==> src/rtl/vga_scan_out.sv <==
// 640x480@60 VGA scan-out: look-ahead coordinates to the renderer, then the returned colour
// is registered onto the pins in step with delayed sync/blank. Also raises a once-per-frame vblank strobe.
`timescale 1ns/1ps
module vga_scan_out #(
    parameter int H_VIS  = 640,
    parameter int H_FP   = 16,
    parameter int H_SYNC = 96,
    parameter int H_BP   = 48,
    parameter int V_VIS  = 480,
    parameter int V_FP   = 10,
    parameter int V_SYNC = 2,
    parameter int V_BP   = 33,
    parameter int PIPE   = 2
) (
    input  logic       Clk,
    input  logic       Reset_n,
    output logic [9:0] DrawX,
    output logic [9:0] DrawY,
    output logic       draw_valid,
    input  logic [7:0] pix_r,
    input  logic [7:0] pix_g,
    input  logic [7:0] pix_b,
    output logic       frame_start,
    output logic       VGA_CLK,
    output logic [7:0] VGA_R,
    output logic [7:0] VGA_G,
    output logic [7:0] VGA_B,
    output logic       VGA_HS,
    output logic       VGA_VS,
    output logic       VGA_BLANK_N,
    output logic       VGA_SYNC_N
);

    localparam logic [9:0] H_LAST  = 10'(H_VIS + H_FP + H_SYNC + H_BP - 1);
    localparam logic [9:0] V_LAST  = 10'(V_VIS + V_FP + V_SYNC + V_BP - 1);
    localparam logic [9:0] H_VIS_C = 10'(H_VIS);
    localparam logic [9:0] V_VIS_C = 10'(V_VIS);
    localparam logic [9:0] V_VIS_L = 10'(V_VIS - 1);
    localparam logic [9:0] HS_BEG  = 10'(H_VIS + H_FP);
    localparam logic [9:0] HS_END  = 10'(H_VIS + H_FP + H_SYNC - 1);
    localparam logic [9:0] VS_BEG  = 10'(V_VIS + V_FP);
    localparam logic [9:0] VS_END  = 10'(V_VIS + V_FP + V_SYNC - 1);

    logic            tick_q;
    logic [9:0]      hc_q, hc_d;
    logic [9:0]      vc_q, vc_d;
    logic            hs_raw, vs_raw, blank_raw;
    logic [PIPE-1:0] hs_dly_q, vs_dly_q, blank_dly_q;
    logic            fs_q, fs_d;
    logic [7:0]      r_q, g_q, b_q;
    logic            hs_q, vs_q, bn_q;

    always_comb begin
        hc_d = hc_q + 10'd1;
        vc_d = vc_q;
        if (hc_q == H_LAST) begin
            hc_d = '0;
            vc_d = (vc_q == V_LAST) ? '0 : vc_q + 10'd1;
        end
    end

    assign blank_raw = (hc_q < H_VIS_C) && (vc_q < V_VIS_C);
    assign hs_raw    = !((hc_q >= HS_BEG) && (hc_q <= HS_END));
    assign vs_raw    = !((vc_q >= VS_BEG) && (vc_q <= VS_END));

    // Strobe is computed a Clk early so it lands on the edge where vc becomes V_VIS,
    // and the following non-tick edge clears it, giving a one-Clk pulse.
    assign fs_d = tick_q && (hc_q == H_LAST) && (vc_q == V_VIS_L);

    always_ff @(posedge Clk or negedge Reset_n) begin
        if (!Reset_n) begin
            tick_q      <= 1'b0;
            hc_q        <= '0;
            vc_q        <= '0;
            hs_dly_q    <= '1;
            vs_dly_q    <= '1;
            blank_dly_q <= '0;
            fs_q        <= 1'b0;
            r_q         <= '0;
            g_q         <= '0;
            b_q         <= '0;
            hs_q        <= 1'b1;
            vs_q        <= 1'b1;
            bn_q        <= 1'b0;
        end else begin
            tick_q <= ~tick_q;
            fs_q   <= fs_d;
            if (tick_q) begin
                hc_q           <= hc_d;
                vc_q           <= vc_d;
                hs_dly_q[0]    <= hs_raw;
                vs_dly_q[0]    <= vs_raw;
                blank_dly_q[0] <= blank_raw;
                for (int i = 1; i < PIPE; i++) begin
                    hs_dly_q[i]    <= hs_dly_q[i-1];
                    vs_dly_q[i]    <= vs_dly_q[i-1];
                    blank_dly_q[i] <= blank_dly_q[i-1];
                end
                // Colour from upstream is only trusted inside the visible window.
                r_q  <= blank_dly_q[PIPE-1] ? pix_r : 8'h00;
                g_q  <= blank_dly_q[PIPE-1] ? pix_g : 8'h00;
                b_q  <= blank_dly_q[PIPE-1] ? pix_b : 8'h00;
                hs_q <= hs_dly_q[PIPE-1];
                vs_q <= vs_dly_q[PIPE-1];
                bn_q <= blank_dly_q[PIPE-1];
            end
        end
    end

    assign DrawX       = hc_q;
    assign DrawY       = vc_q;
    assign draw_valid  = blank_raw;
    assign frame_start = fs_q;
    assign VGA_CLK     = tick_q;
    assign VGA_R       = r_q;
    assign VGA_G       = g_q;
    assign VGA_B       = b_q;
    assign VGA_HS      = hs_q;
    assign VGA_VS      = vs_q;
    assign VGA_BLANK_N = bn_q;
    assign VGA_SYNC_N  = 1'b0;

endmodule

==> config.mk <==
export PLATFORM = sky130hd
export DESIGN_NAME = vga_scan_out
export DESIGN_NICKNAME = d
export VERILOG_FILES = /design/src/rtl/vga_scan_out.sv
export SDC_FILE = /design/constraint.sdc
export NUM_CORES = 1
export LEC_CHECK = 0
export BUFFER_PORTS_ARGS = -buffer_cell sky130_fd_sc_hd__buf_2
export CORE_UTILIZATION = 35
export DETAILED_ROUTE_END_ITERATION = 7
export PLACE_DENSITY = 0.62
export SLEW_MARGIN = 15
export SYNTH_ARGS = -nofsm -noshare
export SYNTH_HDL_FRONTEND = slang
export SYNTH_SLANG_ARGS = --single-unit
==> constraint.sdc <==
create_clock -name Clk -period 1.88 [get_ports Clk]
set_input_delay 0 -clock Clk [delete_from_list [all_inputs] [get_ports Clk]]
set_output_delay 0 -clock Clk [all_outputs]
set_load 0.02 [all_outputs]
==> results of run 1 <==
-- path summary, 6_finish.rpt --
kind / startpoint / end / slack (ns) / depth (start not counted)
setup / recovery: DrawX[7]$_DFFE_PN0P_ / DrawY[9]$_DFFE_PN0P_ / 0.09 / 5
hold / removal: Reset_n / VGA_G[3]$_DFFE_PN0P_ / 0.16 / 2
max in group asynchronous: Reset_n / VGA_VS$_DFFE_PN1P_ / 1.04 / 3
hold reg to reg: hs_dly_q[0]$_DFFE_PN1P_ / hs_dly_q[0]$_DFFE_PN1P_ / 0.50 / 2
setup reg to reg: DrawX[7]$_DFFE_PN0P_ / DrawY[9]$_DFFE_PN0P_ / 0.09 / 5
min in group Clk: pix_r[6] / VGA_R[6]$_DFFE_PN0P_ / 0.46 / 4
-- cells in the mapped netlist (all sizes together) (2+ instances only) --
library cell  count
nand2            13
nand3            28
inv              32
nor2              9
ha                4
o2bb2ai           2
or3               3
xnor2             7
nand2b            3
a21oi             2
mux2              7
o21ai            30
clkbuf            6
nor4b             2
dfrtp            49
dfstp             6
xor2              3
nand4             9
and3              3
buf               8
nor4              3
nor3              5
o22ai             2
-- logic make-up (layout without fill, tap and decap cells) --
group / after synthesis / after routing
fa+ha+maj: 4 / 4
mux: 8 / 8
xor+xnor: 10 / 10
compound gates: 41 / 41
simple gates: 79 / 79
other cells: 1 / 1
flops: 55 / 55
buf+inv: 46 / 159
-- layout make-up --
class | count | area share, %
flip-flops and latches | 55 | 40.8
multi-input cells | 143 | 26.6
repair buffers | 119 | 22.6
inverters | 32 | 3.54
well taps | 96 | 3.54
clock buffers | 6 | 2.43
clock inverters | 2 | 0.479
-- flip-flops by register name, indices dropped and copies added, names as in the netlist, 2 cells and up --
signal and count:
DrawX 10, DrawY 10, VGA_B 8, VGA_G 8, VGA_R 8, blank_dly_q 2, hs_dly_q 2, vs_dly_q 2
-- routing by layer --
layer / part of all wire [%] / global-route usage [%] / vias up
met4: 1.1 / 5.45 / 0
li1: - / - / 1043
met3: 3.1 / 3.56 / 7
met5: 0 / 0 / -
met1: 43 / 20.3 / 1038
met2: 53 / 29.7 / 44
-- metrics by stage --
step                      worst slack, ns  utilization [%]  area [um^2]  std cells  hold WS (ns)
after floorplan                  0.000401                -         2470        244        -0.296
after CTS                          0.0640             49.7         3370        451         0.154
after detailed placement            0.107             44.5         3030        418       -0.0334
after global placement              0.151             44.5         3030        418       -0.0324
final                              0.0888             50.0         3400        453         0.158
after global routing              0.00513             50.0         3400        453         0.189
-- timing repair --
item | CTS | global route
hold endpoints to repair | 42 | 0
hold buffers | 25 | 0
endpoints found under the setup margin | 0 | 3
resized for setup | 0 | 1
setup buffers | 0 | 2
-- where the power goes --
| part | total [W] | switching, W | internal, W |
|---|---|---|---|
| logic | 0.000188 | 0.0000999 | 0.0000885 |
| clock network | 0.000696 | 0.000394 | 0.000302 |
| registers | 0.00122 | 0.0000134 | 0.00121 |
==> results.cfg, run 1 <==
[yosys]
synth_top_area_cell = dfrtp_1
synth_top_area_share_pct = 49.7
synth.area.mux_share_pct = 3.60
syn_nets = 274
yosysWarnings = 0
synth_compound_area_share_pct = 9.33
synth_xor_area_share_pct = 3.55
synth.distinct_cells = 37
synthCells = 244
synthAdderAreaFrac_pct = 2.03
synth_top_family_by_area = simple AND/OR/NAND/NOR gates
synth-edff-count = 0
ys.flop_type = dfrtp_1
yosys.area_share.simple_pct = 17.7
synth_seq_area_share_pct = 56.1
synth-seq-cells = 55
syn_area_per_cell_um2 = 10.1
netlist_top_cells_area = dfrtp_1 (50%), dfstp_2 (6.4%), o21ai_0 (5.9%)
synth-async-reset-ratio_pct = 100
synthesis.area_um2 = 2470

[power]
cellPowerDensity_nw_per_um2 = 620
leakagePower_nw = 1.69
ir_drop_uv = 353
fin_total_pwr_w = 0.00211

[worst_setup_path]
worstPathArrival_ns = 2.00
worstPathMaxFanout = 5
cp_slowest_cell = or4b_4
crit_type = register to register
required_ns = 2.09
cp-end-kind = register
crit_chain = or4b_4 > nor3_4 > buf_4 > nand4_1 > a22oi_1
path_delay_family = simple AND/OR/NAND/NOR gates
max_stage_delay_ns = 0.60
start_kind = register
crit_buf_inv = 1

[placed_design]
globalplace.congestion = 0.755
port_buffers = 75
hpwl_um = 4100

[sta]
drv_slew = 0
fin_crit_ns = 1.79
fmax_mhz = 558
finClkSkew_ns = 0.00478
final_hold_viol_count = 0
finalCritPeriodShare_pct = 95.3
worstMarginPinSlew_ns = 0.835
tns_ns = 0
rsz0062_at_grt = false
setup_viol = 0
max-slew-margin-rel_pct = 44.4

[die]
die_x_um = 86.0
io_pins = 77
die_y_um = 86.0
fp.coreArea_um2 = 6790
die-area_um2 = 7390
num_rows = 30
start_util_pct = 36.3

[clock_tree]
cts_tree = done
h-tree-depth = 2
cts_root_buffer = clkbuf_8
cts_buffer_depth = 2
clkSlewWorstSetupHoldPaths_ns = 0.10
clock_latency_ns = 0.30
cts_buffers = 5
cts_sinks = 55

[layout]
nNetsFinal = 386
multi_input_area_um2 = 903
syn2layout_area_growth_pct = 37.6
mostFrequentLayoutCells = buf_2 (75), dfrtp_1 (48), inv_1 (32)
final_common_cell = buf_2
fillers = 653
num_antenna_cells = 0
layout-drive-gt1-share_pct = 33.9
regArea_um2 = 1390

[routing]
wl_um = 5880
routed-via-count = 2132
dr.first_iter.drc_count = 147
dr.pass1.iters = 4
route.detailed.drc = 0
final_antenna_net_count = 0
post_drt_wl_per_cell_um = 13.0
vias_per_cell = 4.71

[grt]
grt_usage_pct = 16.8
grt_pass1_vias = 2071
grt_pass1_wl_um = 9690
grt_antenna_before_repair = 0
grt_max_degree = 54
grt-ovfl-total = 0

[worst_hold_path]
min_path_type = primary input to asynchronous set/reset pin

[outcome]
status = completed

[run]
drv_cap = 0
Power figures use the tool's default switching activity.
==> run 2, diff against run 1 <==
- CELL_PAD_IN_SITES_DETAIL_PLACEMENT: unset -> 1
- CELL_PAD_IN_SITES_GLOBAL_PLACEMENT: unset -> 1
- PLACE_DENSITY: 0.62 -> 0.78
==> run 2 against run 1 <==
  * Cell count down 0.44%
  * Global-route usage up 2.2 points
  * Hold slack better by 0.062 ns
  * Core utilization down 0.42 points
  * Critical endpoint is now DrawY[7]$_DFFE_PN0P_
  * Largest power group unchanged
==> results.cfg, run 2 (synthesis results as in run 1) <==
[layout]
mostFrequentLayoutCells = buf_2 (75), dfrtp_1 (48), inv_1 (32)
final_common_cell = buf_2
nNetsFinal = 384
syn2layout_area_growth_pct = 36.5
fillers = 811
layout-drive-gt1-share_pct = 33.2
stdcell_count = 451
num_antenna_cells = 0

[worst_hold_path]
min_path_type = primary input to asynchronous set/reset pin

[routing]
dr.pass1.iters = 4
dr.first_iter.drc_count = 106
wl_met1_um = 2950
route.detailed.drc = 0
routed-wl-met3_um = 184
dr_wl_met2_um = 3500
post_drt_wl_per_cell_um = 15.0
final_antenna_net_count = 0
vias_per_cell = 4.78
wl_um = 6750
routed-via-count = 2158
top_layer = met4

[worst_setup_path]
reg2reg_to = DrawY[7]$_DFFE_PN0P_
r2r_cells = 5
r2r_start = DrawX[7]$_DFFE_PN0P_
worstPathArrival_ns = 1.99
required_ns = 2.08
start_kind = register
crit_type = register to register
worstPathMaxFanout = 5
reg2reg_slack_ns = 0.09
cp-end-kind = register

[power]
leakagePower_nw = 1.68
ir_drop_uv = 294
cellPowerDensity_nw_per_um2 = 623
fin_total_pwr_w = 0.00210

[sta]
fmax_mhz = 560
finalCritPeriodShare_pct = 95.0
tns_ns = 0
rsz0062_at_grt = false
max-slew-margin-rel_pct = 44.0
fin_crit_ns = 1.79
finClkSkew_ns = 0.0130
final_hold_viol_count = 0
drv_slew = 0
worstMarginPinSlew_ns = 0.840
setup_viol = 0

[placed_design]
hpwl_um = 4380
port_buffers = 75
dpl.cell_count = 416
globalplace.congestion = 0.798

[grt]
grt_antenna_before_repair = 0
grt_pass1_vias = 2200
grt_usage_pct = 19.0
grt-ovfl-total = 0
grt_max_degree = 66
grt_pass1_wl_um = 10900

[clock_tree]
clkSlewWorstSetupHoldPaths_ns = 0.11
h-tree-depth = 2
cts_tree = done
cts_buffer_depth = 2
cts_sinks = 55
cts_resized = 0
clock_latency_ns = 0.31
cts_root_buffer = clkbuf_8
cts_buffers = 5

[die]
die-area_um2 = 7390
die_x_um = 86.0
num_rows = 30
start_util_pct = 36.3
io_pins = 77
fp.coreArea_um2 = 6790
die_y_um = 86.0

[outcome]
status = completed

[run]
drv_cap = 0
run 2: how the worst max path moves through the flow:
| stage | startpoint | endpoint | cells after the start |
|---|---|---|---|
| floorplan | DrawX[5]$_DFFE_PN0P_ | DrawY[4]$_DFFE_PN0P_ | 5 |
| global placement | DrawX[7]$_DFFE_PN0P_ | DrawY[7]$_DFFE_PN0P_ | 5 |
| detailed placement | DrawX[7]$_DFFE_PN0P_ | DrawY[7]$_DFFE_PN0P_ | 5 |
| CTS | DrawX[7]$_DFFE_PN0P_ | DrawY[7]$_DFFE_PN0P_ | 5 |
| global route | DrawX[7]$_DFFE_PN0P_ | DrawY[7]$_DFFE_PN0P_ | 5 |
| finish | DrawX[7]$_DFFE_PN0P_ | DrawY[7]$_DFFE_PN0P_ | 5 |
run 2: final cells by class:
type / instances / area, um^2 / share of cell area, %
repair buffers: 117 / 753 / 22.4
clock buffers: 5 / 68.8 / 2.04
flip-flops and latches: 55 / 1390 / 41.1
well taps: 96 / 120 / 3.57
clock inverters: 3 / 22.5 / 0.669
inverters: 32 / 120 / 3.57
multi-input cells: 143 / 897 / 26.6
run 2: worst max-delay path: stages (launching register included):
cell,delay [ns]
dfrtp_1,0.40
or4b_4,0.60
nor3_4,0.26
buf_4,0.17
nand4_1,0.11
xnor2_1,0.14
run 2: stage by stage:
step	setup WS [ns]	area (um^2)	util, %	hold WS (ns)
final	0.0936	3370	49.6	0.220
after global routing	0.0106	3370	49.6	0.270
after CTS	0.0728	3350	49.3	0.221
after detailed placement	0.0884	3010	44.3	0.0489
after global placement	0.124	3010	44.3	0.0409
after floorplan	0.000401	2470	-	-0.296
run 2: timing repair:
| item | in CTS | in global routing |
|---|---|---|
| setup buffers | 0 | 2 |
| hold buffers | 25 | 0 |
| setup endpoints to repair | 0 | 5 |
| hold endpoints to repair | 47 | 0 |
run 2: layer usage:
| layer | global-route usage (%) | vias up |
|---|---|---|
| met4 | 6.21 | 0 |
| met1 | 23.7 | 1057 |
| met3 | 3.18 | 12 |
| met5 | 0 | - |
| li1 | - | 1045 |
| met2 | 33.3 | 44 |
run 2: report_power, final:
group / switching (W) / total (W) / internal, W
sequential: 0.0000144 / 0.00122 / 0.00121
combinational: 0.000108 / 0.000197 / 0.0000887
clock: 0.000408 / 0.000677 / 0.000268
